<file path="config.mk">
export PLATFORM = sky130hd
export DESIGN_NAME = osd_spi_master
export DESIGN_NICKNAME = d
export VERILOG_FILES = /design/src/rtl/osd_spi_master.sv
export SDC_FILE = /design/constraint.sdc
export NUM_CORES = 1
export LEC_CHECK = 0
export CAP_MARGIN = 20
export CORE_MARGIN = 3
export CORE_UTILIZATION = 55
export DETAILED_ROUTE_END_ITERATION = 10
export PLACE_DENSITY = 0.83
export SLEW_MARGIN = 30
export SYNTH_ARGS = -nofsm -noshare
export SYNTH_HDL_FRONTEND = slang
export SYNTH_SLANG_ARGS = --single-unit
</file>
<file path="constraint.sdc">
create_clock -name clk -period 5.3 [get_ports clk]
set_input_delay 1.06 -clock clk [delete_from_list [all_inputs] [get_ports clk]]
set_output_delay 1.06 -clock clk [all_outputs]
set_load 0.01 [all_outputs]
</file>
<file path="src/rtl/osd_spi_master.sv">
// osd_spi_master: byte-wide SPI master for the OSD/userio link (SCK idles high,
// MOSI changes on the falling edge, sampled on the rising edge, MSB first).
// Receive path is built only when OSD_SPI_MASTER_RX_EN is defined.
module osd_spi_master #(
  parameter int CLK_DIV = 4
) (
  input  logic       clk,
  input  logic       _reset,
  input  logic       start,
  input  logic       cs_en,
  input  logic [7:0] tx_data,
  output logic [7:0] rx_data,
  output logic       busy,
  output logic       done,
  output logic       _scs,
  output logic       sck,
  output logic       sdo,
  input  logic       sdi
);
  typedef enum logic [2:0] {IDLE, SETUP, LOW, HIGH, DONE} state_t;

  state_t     state;
  logic [6:0] tx_sh;     // bits still to send; bit 7 goes straight to sdo
  logic [7:0] div_cnt;
  logic [2:0] bit_cnt;
  logic       phase_end;

  assign phase_end = (div_cnt == 8'(CLK_DIV - 1));

  always_ff @(posedge clk or negedge _reset) begin
    if (!_reset) begin
      state   <= IDLE;
      tx_sh   <= '0;
      div_cnt <= '0;
      bit_cnt <= '0;
      busy    <= 1'b0;
      done    <= 1'b0;
      _scs    <= 1'b1;
      sck     <= 1'b1;
      sdo     <= 1'b0;
    end else begin
      done <= 1'b0;
      case (state)
        IDLE, DONE: begin
          if (start) begin
            tx_sh   <= tx_data[6:0];
            sdo     <= tx_data[7];
            _scs    <= 1'b0;
            busy    <= 1'b1;
            div_cnt <= '0;
            // A held chip select skips the CS setup phase.
            sck     <= _scs;
            state   <= _scs ? SETUP : LOW;
          end else begin
            state <= IDLE;
          end
        end
        SETUP, LOW: begin
          if (phase_end) begin
            div_cnt <= '0;
            sck     <= (state == LOW);
            state   <= (state == LOW) ? HIGH : LOW;
          end else begin
            div_cnt <= div_cnt + 8'd1;
          end
        end
        HIGH: begin
          if (phase_end) begin
            div_cnt <= '0;
            bit_cnt <= bit_cnt + 3'd1;
            if (bit_cnt == 3'd7) begin
              state <= DONE;
              done  <= 1'b1;
              busy  <= 1'b0;
              if (!cs_en) begin
                _scs <= 1'b1;
                sdo  <= 1'b0;
              end
            end else begin
              state <= LOW;
              sck   <= 1'b0;
              sdo   <= tx_sh[6];
              tx_sh <= {tx_sh[5:0], 1'b0};
            end
          end else begin
            div_cnt <= div_cnt + 8'd1;
          end
        end
        default: state <= IDLE;
      endcase
    end
  end

`ifdef OSD_SPI_MASTER_RX_EN
  logic [7:0] rx_sh;

  // MISO is captured on the clk edge that raises sck.
  always_ff @(posedge clk or negedge _reset) begin
    if (!_reset) begin
      rx_sh   <= '0;
      rx_data <= '0;
    end else begin
      if (state == LOW && phase_end)
        rx_sh <= {rx_sh[6:0], sdi};
      if (state == HIGH && phase_end && bit_cnt == 3'd7)
        rx_data <= rx_sh;
    end
  end
`else
  logic unused_sdi;
  assign unused_sdi = sdi;
  assign rx_data    = 8'h00;
`endif

endmodule

</file>
==> results of run 1 <==
critical path, delay by kind of cell:
kind	cells	cell delay (ps)
AO/OA/AOI/OAI	1	490
AND/OR/NAND/NOR	2	610
buffers and inverters	1	560
XOR/XNOR	1	180
power by group through the flow:
stage / sequential (uW) / clock [uW] / combinational, uW
2_1_floorplan: 208 / 0 / 12.1
3_3_place_gp: 208 / 0 / 23.5
3_5_place_dp: 208 / 0 / 23.9
4_1_cts: 205 / 135 / 24.1
5_1_grt: 205 / 144 / 26.1
6_report: 205 / 133 / 23.7
cells in the final DEF, fill, tap and decap left out, types with 2 or more instances in the layout:
cell,instances
nand2_1,9
nand3_1,4
nor2_1,9
xnor2_1,4
conb_1,8
ha_1,3
dfstp_2,2
dfrtp_1,24
clkbuf_4,3
a211oi_1,2
mux2_2,14
o21ai_0,6
o22a_1,2
o31ai_1,5
clkdlybuf4s50_1,15
a21oi_1,3
inv_1,5
per-stage QoR:
step	cells	worst slack [ps]	cell area, um^2	util, %	hold slack, ps
final	172	2600	1610	69.3	487
after global routing	172	2510	1610	69.3	528
after CTS	172	2590	1610	69.3	490
after detailed placement	168	2270	1550	67.0	471
after global placement	168	2280	1560	67.2	466
after floorplan	136	2880	1440	-	453
kinds of logic after synthesis:
group           after synthesis  share of synthesized area, %
compound gates               30                          16.1
xor+xnor                      5                          3.10
fa+ha+maj                     3                          2.66
buf+inv                      17                          6.64
flops                        26                          46.2
mux                          14                          11.2
other cells                   1                         0.265
simple gates                 33                          13.8
worst min-delay path by stage:
stage | slack [ps] | cells after the start | endpoint | start
finish | 490 | 2 | sck$_DFFE_PN1P_ | sck$_DFFE_PN1P_
global route | 530 | 2 | sck$_DFFE_PN1P_ | sck$_DFFE_PN1P_
CTS | 490 | 2 | sck$_DFFE_PN1P_ | sck$_DFFE_PN1P_
detailed placement | 470 | 2 | sck$_DFFE_PN1P_ | sck$_DFFE_PN1P_
global placement | 470 | 1 | bit_cnt[0]$_DFFE_PN0P_ | bit_cnt[0]$_DFFE_PN0P_
floorplan | 450 | 1 | bit_cnt[0]$_DFFE_PN0P_ | bit_cnt[0]$_DFFE_PN0P_
sequential cells by signal (all words and copies together) (netlist names):
| signal | flops |
|---|---|
| state | 3 |
| _scs | 1 |
| sdo | 1 |
| tx_sh | 7 |
| bit_cnt | 3 |
| div_cnt | 8 |
| sck | 1 |
| busy | 1 |
| done | 1 |
layer usage:
| metal | vias to the layer above | global-route usage (%) |
|---|---|---|
| met3 | 4 | 5.29 |
| met5 | - | 0 |
| met2 | 33 | 30.0 |
| met4 | 0 | 4.41 |
| met1 | 487 | 24.4 |
| li1 | 486 | - |
cell type report:
type | count | area [um^2] | area share [%]
clock buffers | 3 | 22.5 | 1.40
clock inverters | 1 | 30.0 | 1.87
inverters | 5 | 18.8 | 1.17
multi-input cells | 93 | 692 | 43.1
flip-flops and latches | 26 | 653 | 40.7
well taps | 28 | 35.0 | 2.18
repair buffers | 16 | 155 | 9.66
==> reports/metrics.cfg, run 1 <==
[status]
status=finished clean

[global_routing]
gr-total-overflow=0
grt_antenna_before_repair=0
grt_max_degree=27
groute.usage.overall_pct=18.5
grt_pass1_wl_mm=4.70
grt_pass1_vias=1000

[setup_path]
worst_r2r_endpoint=_scs$_DFFE_PN1P_
start_kind=input pin
crit_end=div_cnt[7]$_DFFE_PN0P_
critPathKind=input pin to flop
r2r_cells=5
r2r_start=div_cnt[0]$_DFFE_PN0P_
critPathMaxStageDelay_ps=560
crit_chain=clkdlybuf4s50_1 > or3b_2 > a2111oi_0 > xnor2_1 > nor2_1
endpoint_kind=flop
worst-path-max-fanout=7
r2r_setup_slack_ps=3010
timing.critical_path.required_ps=5500
crit_start=start
slowest_stage=clkdlybuf4s50_1
critical_path_arrival_ps=2900

[clock_network]
htreeDepth=1
cts_tree=yes
cts.sinks=26
cts_hold_buf=0
cts_setup_buffers=0
cts_buffers=3
clk-insertion-delay-late_ps=320
cts_resized=0
cts_root_buffer=clkbuf_4
cts.clk_slew.worst_paths_ps=140
clockBufferDepth=2

[run]
drv_cap=0

[place]
numPortBuffers=16
gp_congestion=0.799
dp_hpwl_mm=2.05

[timing]
rsz0062_at_grt=no
finalMaxSlewViolations=0
tightest_slew_ps=889
fmax_mhz=370
fin_crit_sh_pct=51.0
tns_ps=0
slew-limit-headroom_pct=40.6
hold_viol_final=0
fin_skew_ps=4.64
setup_viol=0
fin_crit_ps=2700

[routing]
drc=0
drt_iter0_markers=26
drt_wl_total_mm=2.71
wirelength_met1_mm=1.19
antenna_violating_nets_post_route=0
dr_total_vias=1010
first_pass_iters=4
route.met2.wl_mm=1.35
avgViaCountPerCell=5.87
wl_met3_um=141
highest_layer=met4
post_drt_wl_per_cell_um=15.7

[layout]
antenna_cells=0
final_nets=161
drive_gt1_share_pct=19.4
n_fill_cell=179
area_growth_pct=13.7

[yosys]
synth.most_common_cell=dfrtp_1
ys_ff_latch=26
synth_ff_type=dfrtp_1
syn_inst=129
yosysTopAreaCell=dfrtp_1
synth_edf_count=0
synth-seq-area-share_pct=46.2
ys_async_sr_fraction_pct=100
synth_area_mm2=0.00141
synthTopCellsByCount=24 x dfrtp_1, 14 x mux2_2, 9 x nand2_1, 9 x nor2_1, 8 x buf_4
synth.distinct_cells=41
yosys_warnings=0
yosys.area.top_type_share_pct=42.5
yosys-top-cells-area=dfrtp_1 43%, mux2_2 11%, buf_4 4.3%
avgSynthCellArea_um2=11.0

[die]
ios=26
die_w_um=56.7
fp.dieH_um=56.7
initial_utilization_pct=60.9
core_mm2=0.00232
num_rows=17
dieArea_mm2=0.00321

[power_and_ir_drop]
pwr-share-clk_pct=36.8
cellLeakagePower_uw=0.000683
vdd_drop_max_v=0.000196
total_power_uw=361
comb_power_share_pct=6.6
seqPwrFrac_pct=56.6
p_per_area_mw_per_mm2=225
power_switching_uw=69.5
p_int_uw=292
switching_share_pct=19.2

[min_path]
hold_path_class=flop to flop

Note: power is estimated with default switching activity, not from simulation.
==> run 2: changes to the inputs <==
--- a/config.mk
+++ b/config.mk
@@ -7,9 +7,9 @@
 export LEC_CHECK = 0
 export CAP_MARGIN = 20
 export CORE_MARGIN = 3
-export CORE_UTILIZATION = 55
+export CORE_UTILIZATION = 46
 export DETAILED_ROUTE_END_ITERATION = 10
-export PLACE_DENSITY = 0.83
+export PLACE_DENSITY = 0.74
 export SLEW_MARGIN = 30
 export SYNTH_ARGS = -nofsm -noshare
 export SYNTH_HDL_FRONTEND = slang
==> constraint.sdc (replaced) <==
create_clock -name clk -period 2.4 [get_ports clk]
set_input_delay 0.48 -clock clk [delete_from_list [all_inputs] [get_ports clk]]
set_output_delay 0.48 -clock clk [all_outputs]
set_load 0.01 [all_outputs]
==> run 2 against run 1 <==
Effect of this change: total power up 100%; clock power grew 70%; count of clock-buffer cells in the layout increased by 1; worst hold slack improved by 4.9 ps; core utilization decreased by 11 points; combinational power increased by 130%; critical path depth unchanged; die area increased by 17%; first-iteration DRC count grew 110%; critical endpoint is now div_cnt[5]$_DFFE_PN0P_; setup slack worse by 2500 ps.
==> reports/metrics.cfg, run 2 (synthesis gave the netlist of run 1 again) <==
[status]
status=finished clean

[global_routing]
grt_max_degree=27  ; unchanged
grt_antenna_before_repair=0  ; unchanged
grt_pass1_wl_mm=4.38  ; -6.7%
gr-total-overflow=0  ; unchanged
groute.usage.overall_pct=15.3  ; -3.2 points
grt_pass1_vias=1028  ; +2.8%

[setup_path]
timing.critical_path.required_ps=2610  ; -2890 ps
slowest_stage=or4b_4
critPathBufInv=0  ; -1
critical_path_arrival_ps=2470  ; -430 ps
cp_num_cells=5  ; unchanged
crit_family=simple AND/OR/NAND/NOR gates
endpoint_kind=flop
critPathKind=flop to flop
crit_chain=ha_1 > or4b_4 > or4_4 > o21ai_0 > nor2_1
r2r_cells=5  ; unchanged
critPathMaxStageDelay_ps=500  ; -60 ps
start_kind=flop
worst-path-max-fanout=5  ; -2

[layout]
final_cell_mix=24 x dfrtp_1, 16 x clkdlybuf4s50_1, 14 x mux2_2
final_area_mm2=0.00166  ; +3.3%
postLayoutCoreUtil_pct=58.6  ; -11 points
area_growth_pct=17.4
antenna_cells=0  ; unchanged
largest_reg_flops=8  ; unchanged
drive_gt1_share_pct=23.0  ; +3.6 points
final_nets=169  ; +5.0%
mostFrequentLayoutCell=dfrtp_1
top_regs=div_cnt: 8 flops, tx_sh: 7 flops
regMostFlops=div_cnt

[clock_network]
cts_setup_buffers=0  ; unchanged
clockBufferDepth=2  ; unchanged
cts_hold_buf=0  ; unchanged
clk-insertion-delay-late_ps=320  ; about the same
htreeDepth=1  ; unchanged
cts_tree=yes
cts_resized=0  ; unchanged
cts_buffers=3  ; unchanged
cts_root_buffer=clkbuf_4
cts.clk_slew.worst_paths_ps=150  ; about the same
cts.sinks=26  ; unchanged

[power_and_ir_drop]
p_per_area_mw_per_mm2=441  ; +96%
vdd_drop_max_v=0.000517  ; +160%
cellLeakagePower_uw=0.000713  ; +4.4%

[routing]
drt_wl_total_mm=2.66  ; -2.0%
dr_total_vias=1043  ; +3.3%
antenna_violating_nets_post_route=0  ; unchanged
first_pass_iters=4  ; unchanged
post_drt_wl_per_cell_um=14.5  ; -7.9%
drc=0  ; unchanged
drt_iter0_markers=54  ; +110%
avgViaCountPerCell=5.70  ; -2.9%

[place]
numPortBuffers=16  ; unchanged
gp_congestion=0.807  ; +1.0%
dp_hpwl_mm=1.99  ; -2.7%
dpl_worst_slack_ps=142  ; -2120 ps
placed_cell_area_mm2=0.00162  ; +4.4%

[min_path]
hold_path_class=input pin to asynchronous set/reset pin

[timing]
tightest_slew_ps=489  ; -400 ps
hold_viol_final=0  ; unchanged
slew-limit-headroom_pct=66.5  ; +26 points
tns_ps=0  ; unchanged
fin_crit_ps=2260
fin_skew_ps=7.79  ; +3.15 ps
fin_crit_sh_pct=94.3
finalMaxSlewViolations=0  ; unchanged
setup_viol=0  ; unchanged
rsz0062_at_grt=no
setup_ws_ps=137  ; -2460 ps
fmax_mhz=442

[die]
dieArea_mm2=0.00377  ; +17%
fp.dieH_um=61.4  ; +8.4%
ios=26  ; unchanged
initial_utilization_pct=49.9  ; -11 points
num_rows=19  ; +2
die_w_um=61.4  ; +8.4%
core_mm2=0.00283  ; +22%

[run]
drv_cap=0  ; unchanged

## run 2: cell count changes in the layout (fill, tap and decap cells not counted), sizes merged
cell,delta
bufinv,-1
clkdlybuf4s50,+1
clkbuf,+1
buf,+7
## run 2: layer usage
| metal | share of wire, % | wire, um | GRT usage (%) |
|---|---|---|---|
| met3 | 5.2 | 139 | 4.19 |
| met4 | 0.41 | 11 | 4.24 |
| met2 | 49 | 1300 | 24.8 |
| met1 | 45 | 1200 | 20.2 |
| met5 | 0 | 0 | 0 |
## run 2: cell type report
class                   count  area, um^2
repair buffers             24         220
well taps                  31        38.8
fillers                   240        1170
clock buffers               4        36.3
inverters                   5        18.8
multi-input cells          93         692
flip-flops and latches     26         653
## run 2: worst reg2reg max path, stage by stage, from the launching register on
cell     delay [ps]
dfrtp_1         430
ha_1            230
or4b_4          500
or4_4           470
o21ai_0         420
nor2_1          100
## run 2: worst paths after layout
| path | slack [ps] | end | from |
|---|---|---|---|
| worst max-delay path | 140 | div_cnt[5]$_DFFE_PN0P_ | div_cnt[0]$_DFFE_PN0P_ |
| worst min-delay path | 490 | div_cnt[3]$_DFFE_PN0P_ | _reset |
| worst max register to register | 140 | div_cnt[5]$_DFFE_PN0P_ | div_cnt[0]$_DFFE_PN0P_ |
| worst min register to register | 500 | bit_cnt[0]$_DFFE_PN0P_ | bit_cnt[0]$_DFFE_PN0P_ |
| max in group asynchronous | 1620 | _scs$_DFFE_PN1P_ | _reset |
| min in group clk | 500 | bit_cnt[0]$_DFFE_PN0P_ | bit_cnt[0]$_DFFE_PN0P_ |
## run 2: per-stage QoR
| stage | instances | power (uW) | hold slack [ps] |
|---|---|---|---|
| floorplan | 136 | 486 | 184 |
| global placement | 179 | 513 | 461 |
| detailed placement | 179 | 515 | 473 |
| CTS | 183 | 738 | 496 |
| global route | 183 | 763 | 506 |
| finish | 183 | 732 | 492 |
## run 2: report_power, final
| group | switching [uW] | internal [uW] | total (uW) |
|---|---|---|---|
| registers | 4.43 | 447 | 451 |
| clock network | 133 | 92.8 | 226 |
| logic | 23.3 | 31.6 | 54.9 |
